===== src/rtl/ex_hazard_scoreboard_if.sv =====
// Pipeline-control view of the EX hazard scoreboard: ID/EX/MEM/WB register tags in, bypass selects and stall out.
interface ex_hazard_scoreboard_if #(
    parameter int AW   = 5,
    parameter int NSRC = 2
);
    logic [NSRC*AW-1:0] id_src_addr;
    logic [AW-1:0]      id_rd;
    logic               id_regwrite;
    logic               id_md;
    logic [NSRC*AW-1:0] ex_src_addr;
    logic [AW-1:0]      ex_rd;
    logic               ex_memread;
    logic [AW-1:0]      mem_rd;
    logic               mem_regwrite;
    logic [AW-1:0]      wb_rd;
    logic               wb_regwrite;
    logic               md_start;
    logic [AW-1:0]      md_rd;
    logic [2*NSRC-1:0]  ex_fwd_sel;
    logic               stall;
    logic               md_busy;
    logic               md_done;
    logic [AW-1:0]      md_done_rd;

    modport master (
        output id_src_addr, id_rd, id_regwrite, id_md,
        output ex_src_addr, ex_rd, ex_memread,
        output mem_rd, mem_regwrite, wb_rd, wb_regwrite,
        output md_start, md_rd,
        input  ex_fwd_sel, stall, md_busy, md_done, md_done_rd
    );

    modport slave (
        input  id_src_addr, id_rd, id_regwrite, id_md,
        input  ex_src_addr, ex_rd, ex_memread,
        input  mem_rd, mem_regwrite, wb_rd, wb_regwrite,
        input  md_start, md_rd,
        output ex_fwd_sel, stall, md_busy, md_done, md_done_rd
    );
endinterface


===== src/rtl/ex_hazard_scoreboard.sv =====
// EX bypass select, load-use detect and single-slot mul/div countdown scoreboard.
// Bypass/stall are combinational; md_done fires MD_LAT cycles after issue; stall is the only backpressure.
module ex_hazard_scoreboard #(
    parameter int AW     = 5,
    parameter int NSRC   = 2,
    parameter int MD_LAT = 4
) (
    input  logic                  clk,
    input  logic                  reset_n,
    ex_hazard_scoreboard_if.slave hz
);

    localparam int CW = $clog2(MD_LAT);
    localparam logic [CW-1:0] CNT_LOAD = CW'(MD_LAT - 1);

    typedef enum logic {
        IDLE = 1'b0,
        BUSY = 1'b1
    } state_t;

    state_t            state;
    logic [CW-1:0]     cnt;
    logic [AW-1:0]     pend_rd;

    logic              busy;
    logic              done;
    logic              pend_live;
    logic              load_use;
    logic              raw_hit;
    logic              waw_hit;
    logic              struct_hit;
    logic [2*NSRC-1:0] fwd_sel;

    // ---------------------------------------------------------------
    // Scoreboard: the done cycle may accept a fresh issue (back-to-back);
    // an issue while the count is still running is ignored.
    // ---------------------------------------------------------------
    always_ff @(posedge clk or negedge reset_n) begin
        if (!reset_n) begin
            state   <= IDLE;
            cnt     <= '0;
            pend_rd <= '0;
        end else begin
            case (state)
                IDLE: begin
                    if (hz.md_start) begin
                        cnt     <= CNT_LOAD;
                        pend_rd <= hz.md_rd;
                        state   <= BUSY;
                    end
                end
                BUSY: begin
                    if (cnt != '0) begin
                        cnt <= cnt - 1'b1;
                    end else if (hz.md_start) begin
                        cnt     <= CNT_LOAD;
                        pend_rd <= hz.md_rd;
                    end else begin
                        state <= IDLE;
                    end
                end
                default: state <= IDLE;
            endcase
        end
    end

    assign busy      = (state == BUSY);
    assign done      = busy && (cnt == '0);
    assign pend_live = busy && (pend_rd != '0);

    // ---------------------------------------------------------------
    // Per-operand bypass and hazard compares
    // ---------------------------------------------------------------
    always_comb begin
        fwd_sel  = '0;
        load_use = 1'b0;
        raw_hit  = 1'b0;
        for (int i = 0; i < NSRC; i++) begin
            if (hz.mem_regwrite && (hz.mem_rd != '0) &&
                (hz.ex_src_addr[i*AW +: AW] == hz.mem_rd)) begin
                fwd_sel[2*i +: 2] = 2'b10;
            end else if (hz.wb_regwrite && (hz.wb_rd != '0) &&
                         (hz.ex_src_addr[i*AW +: AW] == hz.wb_rd)) begin
                fwd_sel[2*i +: 2] = 2'b01;
            end

            if (hz.ex_memread && (hz.ex_rd != '0) &&
                (hz.id_src_addr[i*AW +: AW] == hz.ex_rd)) begin
                load_use = 1'b1;
            end

            // Consumer reads the register file after writeback, so RAW holds through done
            if (pend_live && (hz.id_src_addr[i*AW +: AW] == pend_rd)) begin
                raw_hit = 1'b1;
            end
        end
    end

    assign waw_hit    = pend_live && hz.id_regwrite && (hz.id_rd == pend_rd);
    assign struct_hit = busy && hz.id_md && (cnt != '0);

    assign hz.ex_fwd_sel = fwd_sel;
    assign hz.stall      = load_use || raw_hit || waw_hit || struct_hit;
    assign hz.md_busy    = busy;
    assign hz.md_done    = done;
    assign hz.md_done_rd = done ? pend_rd : '0;

endmodule

===== src/flat_wrapper.sv =====
// flat-port wrapper written by rule: the top's interface ports become plain ports
module ex_hazard_scoreboard_flat 
#(
    parameter int AW     = 5,
    parameter int NSRC   = 2,
    parameter int MD_LAT = 4
)
  (clk, reset_n, hz_id_src_addr, hz_id_rd, hz_id_regwrite, hz_id_md, hz_ex_src_addr, hz_ex_rd, hz_ex_memread, hz_mem_rd, hz_mem_regwrite, hz_wb_rd, hz_wb_regwrite, hz_md_start, hz_md_rd, hz_ex_fwd_sel, hz_stall, hz_md_busy, hz_md_done, hz_md_done_rd);
  ex_hazard_scoreboard_if #(.AW(AW), .NSRC(NSRC)) hz_i ();
  input  logic clk;
  input  logic reset_n;
  input wire logic [$bits(hz_i.id_src_addr)-1:0] hz_id_src_addr;
  input wire logic [$bits(hz_i.id_rd)-1:0] hz_id_rd;
  input wire logic [$bits(hz_i.id_regwrite)-1:0] hz_id_regwrite;
  input wire logic [$bits(hz_i.id_md)-1:0] hz_id_md;
  input wire logic [$bits(hz_i.ex_src_addr)-1:0] hz_ex_src_addr;
  input wire logic [$bits(hz_i.ex_rd)-1:0] hz_ex_rd;
  input wire logic [$bits(hz_i.ex_memread)-1:0] hz_ex_memread;
  input wire logic [$bits(hz_i.mem_rd)-1:0] hz_mem_rd;
  input wire logic [$bits(hz_i.mem_regwrite)-1:0] hz_mem_regwrite;
  input wire logic [$bits(hz_i.wb_rd)-1:0] hz_wb_rd;
  input wire logic [$bits(hz_i.wb_regwrite)-1:0] hz_wb_regwrite;
  input wire logic [$bits(hz_i.md_start)-1:0] hz_md_start;
  input wire logic [$bits(hz_i.md_rd)-1:0] hz_md_rd;
  output wire logic [$bits(hz_i.ex_fwd_sel)-1:0] hz_ex_fwd_sel;
  output wire logic [$bits(hz_i.stall)-1:0] hz_stall;
  output wire logic [$bits(hz_i.md_busy)-1:0] hz_md_busy;
  output wire logic [$bits(hz_i.md_done)-1:0] hz_md_done;
  output wire logic [$bits(hz_i.md_done_rd)-1:0] hz_md_done_rd;
  assign hz_i.id_src_addr = hz_id_src_addr;
  assign hz_i.id_rd = hz_id_rd;
  assign hz_i.id_regwrite = hz_id_regwrite;
  assign hz_i.id_md = hz_id_md;
  assign hz_i.ex_src_addr = hz_ex_src_addr;
  assign hz_i.ex_rd = hz_ex_rd;
  assign hz_i.ex_memread = hz_ex_memread;
  assign hz_i.mem_rd = hz_mem_rd;
  assign hz_i.mem_regwrite = hz_mem_regwrite;
  assign hz_i.wb_rd = hz_wb_rd;
  assign hz_i.wb_regwrite = hz_wb_regwrite;
  assign hz_i.md_start = hz_md_start;
  assign hz_i.md_rd = hz_md_rd;
  assign hz_ex_fwd_sel = hz_i.ex_fwd_sel;
  assign hz_stall = hz_i.stall;
  assign hz_md_busy = hz_i.md_busy;
  assign hz_md_done = hz_i.md_done;
  assign hz_md_done_rd = hz_i.md_done_rd;
  ex_hazard_scoreboard #(.AW(AW), .NSRC(NSRC), .MD_LAT(MD_LAT)) u_core (.clk(clk), .reset_n(reset_n), .hz(hz_i));
endmodule

===== config.mk =====
export PLATFORM = sky130hd
export DESIGN_NAME = ex_hazard_scoreboard_flat
export DESIGN_NICKNAME = d
export VERILOG_FILES = /design/src/rtl/ex_hazard_scoreboard_if.sv /design/src/rtl/ex_hazard_scoreboard.sv /design/src/flat_wrapper.sv
export SDC_FILE = /design/constraint.sdc
export NUM_CORES = 1
export LEC_CHECK = 0
export ABC_AREA = 0
export CAP_MARGIN = 30
export CORE_AREA = 2 2 54 56
export DETAILED_ROUTE_END_ITERATION = 7
export DIE_AREA = 0 0 56 58
export PLACE_DENSITY = 0.93
export SLEW_MARGIN = 20
export SYNTH_ARGS = -nofsm -noshare
export SYNTH_HDL_FRONTEND = slang
export SYNTH_SLANG_ARGS = --single-unit

===== constraint.sdc =====
create_clock -name clk -period 2.8 [get_ports clk]
set_input_delay 0.56 -clock clk [delete_from_list [all_inputs] [get_ports clk]]
set_output_delay 0.56 -clock clk [all_outputs]
set_load 0.01 [all_outputs]

After elaboration in Yosys (flattened, before gate mapping). Index checks and enable logic that the tools add are counted.

Bitwise operators: 1. Div/mod/pow operators: 0. Multiplexer cells: 18. Equal/unequal tests: 10. Shift operators: 0. Reductions and logical operators: 26. Order comparisons: 0. $mul: 0. Add/sub/neg operators: 1.

Operators by type and width (count): $eq 5x5->1 (9); $reduce_bool 5->1 (4); $logic_and 1x1->1 (17); $mux 5 (3); $pmux 5 s2 (1); $mux 1 (8); $mux 2 (4); $pmux 2 s2 (1); $logic_or 1x1->1 (3); $logic_not 2->1 (1); $ne 2x2->1 const B (1); $pmux 1 s2 (1); $reduce_bool 2->1 (1); $sub 2x1->2 const B (1); $not 1->1 (1).

Output and inout bits: 12. Latch bits: 0. Memories: 0. Word-level logic and storage cells: 59. Flip-flop bits (word level): 8. RAM bits: 0. ROM bits: 0. Input port bits: 53.

Longest topological paths before layout. Gate-level depths: netlist of run 1.

Word-level depth: 8. Depth in mapped cells: 6. Mapped depth without buffers: 5.

Worst setup path after synthesis of run 1. No wires, ideal clock.

Path kind: input-to-output. Start point: input hz_mem_rd[0]. End point: output hz_ex_fwd_sel[0]. Buffers on the path: 0. Slack: 536 ps. Cell stages on the path: 4. Arrival time: 1704 ps. Required time: 2240 ps. Cells stage by stage: or4_1 -> o21ai_2 -> nor4_1 -> nor4_2.

Word-level cells in the longest chain between the ends: 4. Elaborated cells on any way between the ends: 5.

RTL lines: from (decl) (line flat_wrapper.sv:19) `input wire logic [$bits(hz_i.mem_rd)-1:0] hz_mem_rd;`; $reduce_bool 5->1 (line ex_hazard_scoreboard.sv:79) `if (hz.mem_regwrite && (hz.mem_rd != '0) &&`; $logic_and 1x1->1 (line ex_hazard_scoreboard.sv:79); $logic_and 1x1->1 * (line ex_hazard_scoreboard.sv:79); $mux 2 * (line ex_hazard_scoreboard.sv:79); to (decl) (line flat_wrapper.sv:25) `output wire logic [$bits(hz_i.ex_fwd_sel)-1:0] hz_ex_fwd_sel;`.

Mark *: on every way between the ends. The rest lies on a longest branch, timed or not.

Worst setup path in the final report of run 1.
Start point: input hz_mem_rd[3]. End point: output hz_ex_fwd_sel[1].

Same word-level chain as after synthesis.

==> results.py, run 1 <==
metrics = {
    "yosys": {
        "netlist_area_um2": 943,
        "synthAdderAreaFrac_pct": 0,
        "synthCells": 106,
        "ys_ff_latch": 8,
        "synth.distinct_cells": 24,
        "syn-num-nets": 159,
        "synth_compound_gate_area_share_pct": 6.23,
        "ys_warn_count": 0,
        "synthXorXnorAreaFrac_pct": 42.7,
        "synth-simple-area-share_pct": 21.5,
        "avgSynthCellArea_um2": 8.90,
        "synth_top_family_by_area": "XOR/XNOR gates",
        "synth.area.mux_share_pct": 5.97,
        "ys_seq_area_share_pct": 21.2,
    },
    "worst_setup_path": {
        "worst-r2r-setup-slack_ns": 1.37,
        "criticalPathCategory": "in -> out",
        "required_ns": 2.24,
        "end_kind": "primary output",
        "cp-start-kind": "primary input",
        "crit_arrival_ns": 2.18,
        "cp_max_fo": 2,
    },
    "placement": {
        "routabilityCongestion": 0.958,
        "place_ws_ns": -0.392,
        "dp_hpwl_um": 2670,
        "numPortBuffers": 64,
        "placedInstanceArea_mm2": 0.00176,
    },
    "global_routing": {
        "grt_max_degree": 9,
        "antenna_found_initial": 0,
        "grt_pass1_vias": 1198,
        "grt_pass1_wl_um": 5200,
        "grt.total_usage_pct": 20.1,
        "overflow": 0,
    },
    "final_layout": {
        "layout_common_cells": "52 x clkdlybuf4s50_1, 27 x xor2_1, 21 x buf_4",
        "diodes": 0,
        "final_layout_size_suffix_gt1_share_pct": 22.2,
        "nets": 244,
        "fin_area_mm2": 0.00186,
        "layout_commonest_cell": "clkdlybuf4s50_1",
        "syn2layout_area_growth_pct": 97.6,
    },
    "timing": {
        "fin_crit_sh_pct": 97.7,
        "slew_headroom_pct": 61.5,
        "slew_viol_final": 0,
        "finalSetupTns_ns": 0,
        "hold_viol_final": 0,
        "setup_viol_count_final": 0,
        "max_freq_mhz": 365,
        "finalCriticalPeriod_ns": 2.74,
        "worst_slew_pin_slew_ns": 0.576,
        "rsz0062_at_grt": "false",
        "worst_slack_ns": 0.0631,
        "fin_skew_ns": 0.00680,
        "holdWs_ns": 0.550,
    },
    "clock_tree": {
        "root_buffer": "clkbuf_4",
        "cts_setup_buffers": 0,
        "cts_tree": "done",
        "cts-htree-levels": 1,
        "clockBufferDepth": 2,
        "clkSinkCount": 8,
        "clk_pin_slew_ns": 0.05,
        "clk_latency_ns": 0.25,
        "cts_made_buffers": 3,
        "ctsHoldBuffers": 0,
    },
    "routing": {
        "drt-pass1-iter-count": 4,
        "totalWireLength_um": 3190,
        "via_per_inst": 4.89,
        "drc": 0,
        "dr.first_iter.drc_count": 17,
        "post_drt_wl_per_cell_um": 14.5,
        "ant_nets": 0,
        "route.vias.total": 1076,
    },
    "job": {
        "drv_cap": 0,
    },
    "floorplanning": {
        "io_pins": 65,
        "start_util_pct": 35.4,
        "rows": 19,
        "coreArea_mm2": 0.00266,
        "die_h_um": 58,
        "die_x_um": 56,
        "die_area_mm2": 0.00325,
    },
    "outcome": {
        "status": "finished clean",
    },
    "min_path": {
        "hold_class": "reg -> reg",
    },
    "power": {
        "max-vdd-ir-drop_mv": 0.579,
        "leakage_uw": 0.000784,
        "p_per_area_mw_per_mm2": 511,
    },
}
-- cells by family (layout without fill, tap and decap cells) --
group                     after synthesis  in the layout
AOI/OAI and AO/OA                       9              9
muxes                                   5              5
xor gates and xnor gates               46             46
DFF                                     8              8
buffers and inverters                   6             89
and+or+nand+nor                        32             32
-- routing by layer --
layer | GRT usage, % | part of all wire (%)
met1 | 21.2 | 37
met2 | 41.5 | 56
met3 | 3.13 | 5.6
met4 | 4.08 | 0.69
met5 | 0 | 0
-- stage by stage --
step | std cells | utilization (%) | total power (uW)
final | 220 | 70.0 | 954
after global routing | 220 | 70.0 | 1020
after CTS | 220 | 67.1 | 939
after detailed placement | 217 | 66.2 | 850
after global placement | 217 | 66.2 | 825
after floorplan | 106 | - | 564
-- state kept, by name (all words and copies together) (netlist names) --
name	flops
u_core.pend_rd	5
u_core.cnt	2
u_core.hz.md_busy	1
-- worst paths after layout --
| check | from | to | depth (start not counted) |
|---|---|---|---|
| setup / recovery | hz_mem_rd[3] | hz_ex_fwd_sel[1] | 5 |
| min in group asynchronous | reset_n | u_core.cnt[0] | 1 |
| setup reg to reg | u_core.cnt[0] | u_core.pend_rd[4] | 3 |
| hold / removal | u_core.cnt[0] | u_core.cnt[0] | 1 |
| hold reg to reg | u_core.cnt[0] | u_core.cnt[0] | 1 |
| max in group asynchronous | reset_n | u_core.pend_rd[3] | 1 |
-- cell usage after synthesis --
library cell	number	share of area (%)
nor3b_1	1	0.80
o21ai_2	1	0.93
xnor2_1	19	18
nor4_1	3	2.0
nand2_1	1	0.40
clkbuf_1	4	1.6
a211oi_1	1	0.80
o221ai_1	2	1.9
or4_1	6	4.8
xor2_1	27	25
nor4_2	2	2.7
nand3_1	6	3.2
nor3_1	5	2.7
o21ai_1	1	0.53
and3_1	1	0.66
and2_1	5	3.3
o21ai_0	2	1.1
nor2_1	1	0.40
buf_1	1	0.40
mux2_2	5	6.0
inv_1	1	0.40
dfrtp_1	8	21
a21oi_1	2	1.1
nand2b_1	1	0.66
-- critical path, stage by stage --
cell,delay (ns)
clkdlybuf4s50_1,0.44
or4_4,0.57
o21ai_4,0.23
nor4_4,0.08
dlygate4sd2_1,0.29
-- what timing repair did --
action                                  4_1_cts  5_1_grt
pin swaps                                     1        5
gates resized for setup                      10       21
endpoints found under the setup margin        5        3
-- cell type report --
type	instances	area, um^2
Timing Repair Buffer	85	803
Fill cell	213	798
Multi-Input combinational cell	92	796
Sequential cell	8	200
Tap cell	31	38.8
Clock buffer	3	22.5
Inverter	1	3.75
-- report_power, final --
part / internal (uW) / switching [uW] / leakage, uW / total, uW
logic: 355 / 248 / 0.000678 / 603
registers: 174 / 90.2 / 0.0000924 / 264
clock network: 48.9 / 36.9 / 0.0000138 / 85.8
Power figures use the tool's default switching activity.
==> run 2, diff against run 1 <==
- CTS_BUF_LIST: unset -> sky130_fd_sc_hd__clkbuf_4 sky130_fd_sc_hd__clkbuf_8
==> results of run 2 <==
Same layout as run 1: the final DEF is identical, and so are final timing and power.
==> run 3, diff against run 2 <==
- PLACE_DENSITY: 0.93 -> 0.81
- clock period: 2.8 -> 3.4 ns (I/O delays scaled with it)
==> results.py, run 3 (synthesized netlist as in run 1, its figures left out) <==
metrics = {
    "routing": {
        "drc": 0,
        "ant_nets": 0,
        "met1_length_um": 1130,
        "post_drt_wl_per_cell_um": 14.7,
        "via_per_inst": 5.20,
        "drt-pass1-iter-count": 4,
        "wl_met2_um": 1530,
        "route.vias.total": 1067,
        "dr.first_iter.drc_count": 33,
        "wl_met3_um": 256,
        "totalWireLength_um": 3010,
        "top_layer": "met4",
    },
    "floorplanning": {
        "rows": 19,
        "io_pins": 65,
        "die_x_um": 56,
        "die_area_mm2": 0.00325,
        "die_h_um": 58,
        "coreArea_mm2": 0.00266,
        "start_util_pct": 35.4,
    },
    "final_layout": {
        "diodes": 0,
        "layout_common_cells": "62 x clkdlybuf4s50_1, 27 x xor2_1, 19 x xnor2_1",
        "syn2layout_area_growth_pct": 76.9,
        "seq_area_um2": 200,
        "multi_input_area_um2": 721,
        "max_flop_register": "u_core.pend_rd",
        "final_layout_size_suffix_gt1_share_pct": 9.77,
        "nets": 229,
        "largest_reg_flops": 5,
        "fill_cells": 238,
        "layout_commonest_cell": "clkdlybuf4s50_1",
        "final_util_pct": 62.7,
    },
    "clock_tree": {
        "root_buffer": "clkbuf_4",
        "cts_tree": "done",
        "ctsResizeCount": 2,
        "cts-htree-levels": 1,
        "clk_pin_slew_ns": 0.05,
        "cts_setup_buffers": 0,
        "clockBufferDepth": 2,
        "ctsHoldBuffers": 0,
        "clk_latency_ns": 0.26,
        "clkSinkCount": 8,
        "cts_made_buffers": 3,
    },
    "global_routing": {
        "antenna_found_initial": 0,
        "grt_pass1_vias": 1210,
        "overflow": 0,
        "grt_max_degree": 9,
        "grt_pass1_wl_um": 4960,
        "grt.total_usage_pct": 19.2,
    },
    "placement": {
        "place_ws_ns": -0.0463,
        "dp_hpwl_um": 2630,
        "routabilityCongestion": 0.954,
        "numPortBuffers": 64,
    },
    "timing": {
        "hold_viol_final": 0,
        "worst_slew_pin_slew_ns": 0.505,
        "worst_slack_ns": 0.133,
        "fin_crit_sh_pct": 96.1,
        "fin_skew_ns": 0.00502,
        "rsz0062_at_grt": "false",
        "setup_viol_count_final": 0,
        "max_freq_mhz": 306,
        "finalCriticalPeriod_ns": 3.27,
        "slew_viol_final": 0,
        "slew_headroom_pct": 66.3,
    },
    "worst_setup_path": {
        "worstReg2RegStart": "u_core.cnt[0]",
        "crit_arrival_ns": 2.59,
        "end_kind": "primary output",
        "cp-start-kind": "primary input",
        "worst-r2r-setup-slack_ns": 2.04,
        "setup.worst_path.start": "hz_mem_rd[0]",
        "cp_max_fo": 2,
        "required_ns": 2.72,
        "r2r-end": "u_core.pend_rd[0]",
        "crit_end": "hz_ex_fwd_sel[1]",
        "criticalPathCategory": "in -> out",
        "reg2reg_depth": 3,
    },
    "power": {
        "leakage_uw": 0.000632,
        "power_frac_seq_pct": 31.9,
        "p_per_area_mw_per_mm2": 443,
        "power.net_switching_uw": 288,
        "internal_power_uw": 452,
        "power.share.clock_pct": 10.0,
        "swShare_pct": 39.0,
        "pwr-share-comb_pct": 58.1,
        "max-vdd-ir-drop_mv": 0.387,
    },
    "outcome": {
        "status": "finished clean",
    },
    "job": {
        "drv_cap": 0,
    },
    "min_path": {
        "hold_class": "reg -> reg",
    },
}
[run 3: cell count changes in the layout (fill, tap and decap cells not counted), moves of 2 or more]
cell,previous run,this run
buf_4,21,6
clkdlybuf4s50_1,52,62
dlymetal6s2s_1,7,0
nor4_1,0,3
nor4_4,3,0
or4_1,3,6
or4_4,3,0
buf_2,2,0
[run 3: worst min-delay path by stage]
stage	from	to	cells after the start
floorplan	reset_n	u_core.cnt[0]	0
global placement	u_core.cnt[0]	u_core.cnt[0]	1
detailed placement	u_core.cnt[0]	u_core.cnt[0]	1
CTS	u_core.cnt[0]	u_core.cnt[0]	1
global route	u_core.cnt[0]	u_core.cnt[0]	1
finish	u_core.cnt[0]	u_core.cnt[0]	1
[run 3: power by group through the flow]
stage / Sequential [uW] / Combinational (uW) / Clock (uW)
floorplan: 170 / 294 / 0
global placement: 233 / 417 / 0
detailed placement: 237 / 431 / 0
CTS: 235 / 436 / 75.8
global route: 244 / 470 / 81.0
finish: 236 / 430 / 73.9
[run 3: critical path: stages]
cell and delay [ns]:
clkdlybuf4s50_1 0.43, buf_4 0.16, xnor2_1 0.15, nand3_1 0.09, nor4_1 0.44, clkdlybuf4s50_1 0.63
[run 3: layout make-up]
type | instances | area share [%]
Timing Repair Buffer | 70 | 40.9
Multi-Input combinational cell | 92 | 43.2
Inverter | 1 | 0.225
Clock buffer | 3 | 1.35
Sequential cell | 8 | 12.0
Tap cell | 31 | 2.32
[run 3: per-layer routing]
layer / up-vias / global-route usage [%]
met5: - / 0
met4: 0 / 11.6
met3: 7 / 4.02
met2: 59 / 37.1
met1: 490 / 18.6
li1: 511 / -
[run 3: metrics by stage]
stage          std cells  hold slack, ns  instance area, um^2  total power (uW)  TNS, ns
2_1_floorplan        106           0.384                  943               464        0
3_3_place_gp         202           0.525                 1650               651  -0.0115
3_5_place_dp         202           0.537                 1650               668  -0.0854
4_1_cts              205           0.546                 1670               746        0
5_1_grt              205           0.579                 1670               795        0
6_report             205           0.556                 1670               740        0
==> variant 1 (flow settings as in run 1) <==
`AW` is set to 5 in 3 places; all go to 6.
--- a/src/rtl/ex_hazard_scoreboard_if.sv
+++ b/src/rtl/ex_hazard_scoreboard_if.sv
@@ -1,5 +1,5 @@
 // Pipeline-control view of the EX hazard scoreboard: ID/EX/MEM/WB register tags in, bypass selects and stall out.
 interface ex_hazard_scoreboard_if #(
-    parameter int AW   = 5,
+    parameter int AW   = 6,
     parameter int NSRC = 2
 );
--- a/src/rtl/ex_hazard_scoreboard.sv
+++ b/src/rtl/ex_hazard_scoreboard.sv
@@ -2,5 +2,5 @@
 // Bypass/stall are combinational; md_done fires MD_LAT cycles after issue; stall is the only backpressure.
 module ex_hazard_scoreboard #(
-    parameter int AW     = 5,
+    parameter int AW     = 6,
     parameter int NSRC   = 2,
     parameter int MD_LAT = 4
--- a/src/flat_wrapper.sv
+++ b/src/flat_wrapper.sv
@@ -2,5 +2,5 @@
 module ex_hazard_scoreboard_flat 
 #(
-    parameter int AW     = 5,
+    parameter int AW     = 6,
     parameter int NSRC   = 2,
     parameter int MD_LAT = 4
Interface: changed (8 resized); port bits go from 65 to 75. No check against the original RTL was run, so the function may have changed too.
==> variant 1 against run 1 <==
- count of clock-buffer cells in the layout increased by 1
- routed wire length is 25% higher
- design area rose by 9.9%
- power up 11%
- synthesized cell count is 14% higher
- area after synthesis rose by 17%
- setup slack got worse by 0.031 ns
- via count rose by 17%
- combinational power is 2% higher
- sequential share of layout area grew 0.26 points
- global-route usage is 5.6 points higher
- critical path depth stayed put
- sequential power up 28%
- sequential cell count rose by 1
- critical endpoint is now hz_stall
- largest cell class is now multi-input combinational cells
- largest power group unchanged
==> variant 1: results (changes against run 1) <==
stage	metric	value	unit	change
sta	Clock Skews	0.00113	ns	-0.00567 ns
layout	Layout Nets	273		+12%
cts	Worst-path clk slew	0.06	ns	
layout	Layout fillers	182		-15%
sta	Least-Margin Pin Slew	0.591	ns	+0.0146 ns
worst_setup_path	CP Launch Point	hz_ex_rd[0]		
place	# port buffers	74		+16%
sta	final setup fails	0		unchanged
status	status	completed		
global_routing	initial antenna violation count	0		unchanged
global_routing	vias in the first global route	1436		+20%
power	Leak	0.798	nW	+1.7%
place	DP Worst Slack	-0.337	ns	+0.0551 ns
worst_setup_path	worst r2r src	u_core.cnt[0]$_DFF_PN0_		
global_routing	GRT Overall Usage	25.6	%	+5.6 points
layout	largest reg by FF count	u_core.pend_rd		
layout	Non-Filler Instances	241		+9.5%
layout	layout cells sized above 1	17.1	%	-5.1 points
logic_synthesis	Seq/Total Area, Yosys	20.4	%	-0.81 points
global_routing	first-pass GRT wire length	6480	µm	+25%
cts	post-CTS setup buffer count	0		unchanged
logic_synthesis	Synth cell types	26		+8.3%
worst_setup_path	critical path arrival	2.21	ns	+0.03 ns
worst_setup_path	FF-to-FF End	u_core.pend_rd[0]$_DFFE_PN0P_		
logic_synthesis	Synth area leaders	xnor2_1, xor2_1, dfrtp_1		
logic_synthesis	Synth Net Count	183		+15%
power	peak supply drop	0.000557	V	-3.8%
routing	vias per cell	5.22		+6.6%
sta	hold_ws	0.589	ns	+0.0386 ns
cts	Num CTS Buffers	3		unchanged
place	DP HPWL	3420	µm	+28%
logic_synthesis	syn avg cell area	9.12	µm²	+2.5%
min_path	hold crit path type	in -> async		
layout	Largest register FFs	6		+1
logic_synthesis	Commonest cells post-synth	xnor2_1, xor2_1, dfrtp_1		
worst_setup_path	R2R Setup Slk	1.46	ns	+0.09 ns
cts	Clock Latency Late Sink	0.26	ns	
place	placed cell areas	1990	µm²	+13%
routing	routed length per instance	16.6	µm	+14%
global_routing	largest net degree at the start of global routing	10		+1
routing	detailed router's first-iteration violation count	20		+3
logic_synthesis	FFs w/ async S/R, synth	100	%	unchanged
worst_setup_path	CP max FO	3		+1
cts	Clock Tree Root	clkbuf_4		
place	routability cong.	0.876		-8.6%
==> variant 1: timing repair <==
item	in CTS	in global routing
endpoints found under the setup margin	5	3
resized for setup	17	6
pin swaps	0	6
==> variant 1: logic make-up after synthesis <==
kind of cell	share of synthesized area (%)
XOR/XNOR	43.7
AND/OR/NAND/NOR	19.7
AO/OA/AOI/OAI	8.05
flip-flops	20.4
multiplexers	6.12
buffers and inverters	2.04
==> variant 1: worst max-delay path by stage <==
stage / endpoint / slack, ns / cells past startpoint
6_report: hz_stall / 0.03 / 5
5_1_grt: hz_stall / 0.007 / 5
4_1_cts: hz_stall / 0.04 / 5
3_5_place_dp: hz_ex_fwd_sel[2] / -0.34 / 6
3_3_place_gp: hz_ex_fwd_sel[2] / -0.31 / 6
2_1_floorplan: hz_ex_fwd_sel[2] / 0.58 / 4
==> variant 1: final cells by class <==
class / instances / area (µm²) / share of cell area, %
multi-input cells: 106 / 897 / 43.8
repair buffers: 91 / 861 / 42.0
flip-flops and latches: 9 / 225 / 11.0
well taps: 31 / 38.8 / 1.89
clock buffers: 4 / 26.3 / 1.28
==> variant 1: where the power goes <==
group | internal, W | total, W | switching (W)
registers | 0.000195 | 0.000338 | 0.000142
logic | 0.000379 | 0.000616 | 0.000237
clock network | 0.0000550 | 0.000101 | 0.0000464
==> variant 1: routing by layer <==
layer / share of wire, % / vias up / GRT usage (%)
met5: 0 / - / 0
met4: 4.1 / 0 / 14.6
met3: 8.3 / 17 / 5.13
met2: 55 / 68 / 49.1
met1: 32 / 568 / 25.8
li1: - / 604 / -
==> variant 1: critical path, stage by stage <==
cell and delay (ns):
clkdlybuf4s50_1 0.45, or4_1 0.54, o31ai_2 0.22, o221ai_1 0.17
clkdlybuf4s15_1 0.26
==> variant 2 (settings of run 1) <==
Made on the original files. Reset style: synchronous (`reset_n`), changed in one clocked block.
--- a/src/rtl/ex_hazard_scoreboard.sv
+++ b/src/rtl/ex_hazard_scoreboard.sv
@@ -36,5 +36,5 @@
     // an issue while the count is still running is ignored.
     // ---------------------------------------------------------------
-    always_ff @(posedge clk or negedge reset_n) begin
+    always_ff @(posedge clk) begin
         if (!reset_n) begin
             state   <= IDLE;
Behaviour: differs if reset_n is asserted again (counterexample within 4 cycles, from zero or initial values and one cycle with reset_n low); with reset_n held inactive, the same outputs for 10 cycles.
==> variant 2 against run 1 <==
- routed wire length rose by 2.8%
- design area fell by 5.0%
- setup slack improved by 0.049 ns
- die area did not move
- area after synthesis rose by 0.53%
- sequential share of layout area fell by 1.7 points
- sequential cell count did not move
- critical endpoint is now hz_stall
Power is not compared: it rests on default switching activity, and its combinational part moved more than twofold at a synthesized area within 25%.
==> variant 2: results (changes against run 1) <==
stage	metric	value	unit	change
layout	layout cells sized above 1	15.2	%	-7.0 points
layout	largest reg by FF count	u_core.pend_rd		
routing	vias	1118		+3.9%
cts	Clock Tree Root	clkbuf_4		
global_routing	GRT Overall Usage	20.6	%	+0.50 points
worst_setup_path	CP max stage cell	clkdlybuf4s50_1		
logic_synthesis	Synth Net Count	167		+5.0%
sta	relative slew slack	69.1	%	+7.6 points
logic_synthesis	Synth area leaders	xor2_1, dfxtp_1, xnor2_1		
routing	Pre-antenna DRT Iters	4		unchanged
place	placed cell areas	1720	µm²	-2.1%
sta	Clock Skews	0.0137	ns	+0.00687 ns
place	# port buffers	64		unchanged
worst_setup_path	R2R depth	4		+1
global_routing	first-pass GRT wire length	5290	µm	+1.7%
logic_synthesis	Top FF cell, synth	dfxtp_1		
cts	H-tree levels	1		unchanged
global_routing	met2 usage	42.4	%	+0.84 points
place	routability cong.	0.959		+0.10%
status	status	completed		
min_path	Worst Hold Depth	1		unchanged
cts	maximum clock path buffer count	2		unchanged
logic_synthesis	Seq/Total Area, Yosys	16.9	%	-4.3 points
logic_synthesis	Synth cell types	27		+13%
layout	Layout Nets	246		+0.82%
logic_synthesis	FFs w/ async S/R, synth	0	%	-100 points
sta	Max Slew Vio Count	0		unchanged
cts	Worst-path clk slew	0.06	ns	
place	Inst Count DP	219		+0.92%
logic_synthesis	Syn Inst Count	114		+7.5%
logic_synthesis	Commonest cells post-synth	xor2_1, xnor2_1, dfxtp_1		
cts	Num CTS Buffers	3		unchanged
logic_synthesis	Synth warnings	0		unchanged
cts	Clock Latency Late Sink	0.26	ns	
power	P_int	0.000311	W	
layout	Largest register FFs	5		unchanged
layout	Inserted Diodes	0		unchanged
power	Leak	0.742	nW	
power	peak supply drop	0.000306	V	
global_routing	vias in the first global route	1234		+3.0%
routing	vias per cell	5.04		+3.0%
global_routing	GR met3 Demand/Resource	4.91	%	+1.8 points
worst_setup_path	CP max FO	3		+1
global_routing	initial antenna violation count	0		unchanged
worst_setup_path	CP top delay family	buffers and inverters		
place	DP HPWL	2810	µm	+5.2%
min_path	hold crit path type	reg -> reg		
routing	detailed router's first-iteration violation count	14		-3
worst_setup_path	CP max stage delay	0.49	ns	-0.08 ns
global_routing	met1 GRT Util	20.9	%	-0.34 points
global_routing	largest net degree at the start of global routing	9		unchanged
layout	Layout fillers	220		+3.3%
routing	final wirelength	3280	µm	+2.8%
[variant 2: cell types whose count changed after synthesis, sizes merged, moves of 2 or more]
cell	delta
dfxtp	+8
nor2b	+5
dfrtp	-8
nand2	+2
mux2	-5
o21a	+2
mux2i	+5
[variant 2: area by class of cell]
type,instances,area share [%]
multi-input cells,100,44.8
repair buffers,80,42.7
flip-flops and latches,8,9.04
well taps,31,2.19
clock buffers,3,1.27
[variant 2: logic make-up (layout without fill, tap and decap cells)]
kind of cell | after synthesis | in the layout | share of synthesized area (%)
xor gates and xnor gates | 46 | 46 | 42.5
muxes | 5 | 5 | 5.28
and+or+nand+nor | 38 | 38 | 25.3
DFF | 8 | 8 | 16.9
buffers and inverters | 6 | 83 | 2.51
AOI/OAI and AO/OA | 11 | 11 | 7.52
[variant 2: power by group through the flow]
stage          sequential, W   clock, W  combinational, W
4_1_cts             0.000139  0.0000856          0.000224
3_3_place_gp        0.000140          0          0.000211
3_5_place_dp        0.000141          0          0.000221
2_1_floorplan       0.000130          0         0.0000949
6_report            0.000140  0.0000873          0.000223
5_1_grt             0.000141  0.0000918          0.000241
[variant 2: final timing paths]
kind	slack (ns)	endpoint	start
worst max-delay path	0.11	hz_stall	hz_ex_rd[2]
worst min-delay path	0.55	u_core.cnt[1]$_SDFF_PN0_	u_core.hz.md_busy$_SDFF_PN0_
worst max register to register	1.42	u_core.pend_rd[4]$_SDFFE_PN0P_	u_core.hz.md_busy$_SDFF_PN0_
worst min register to register	0.55	u_core.cnt[1]$_SDFF_PN0_	u_core.hz.md_busy$_SDFF_PN0_
[variant 2: what timing repair did]
item	CTS	global route
buffers inserted	0	0
resized for setup	16	5
hold buffers	0	0
setup endpoints to repair	5	3
[variant 2: worst register-to-register path, cell delays in order (launching register included)]
cell and delay [ns]:
dfxtp_1 0.45, o21a_1 0.20, nand2b_1 0.31, mux2i_1 0.24
nor2b_1 0.06
[variant 2: per-stage QoR]
| step | power [W] | worst slack, ns | util [%] | TNS [ns] |
|---|---|---|---|---|
| 6_report | 0.000450 | 0.113 | 66.5 | 0 |
| 5_1_grt | 0.000474 | 0.0151 | 66.5 | 0 |
| 2_1_floorplan | 0.000225 | 0.553 | - | 0 |
| 3_3_place_gp | 0.000351 | -0.351 | 64.8 | -1.24 |
| 3_5_place_dp | 0.000363 | -0.393 | 64.8 | -1.42 |
| 4_1_cts | 0.000449 | 0.0286 | 66.0 | 0 |
[variant 2: layer usage]
metal | wire, µm | vias up | share of wire, %
met3 | 284 | 6 | 8.7
met5 | 0 | - | 0
met4 | 42 | 0 | 1.3
li1 | - | 549 | -
met1 | 1220 | 505 | 37
met2 | 1730 | 58 | 53
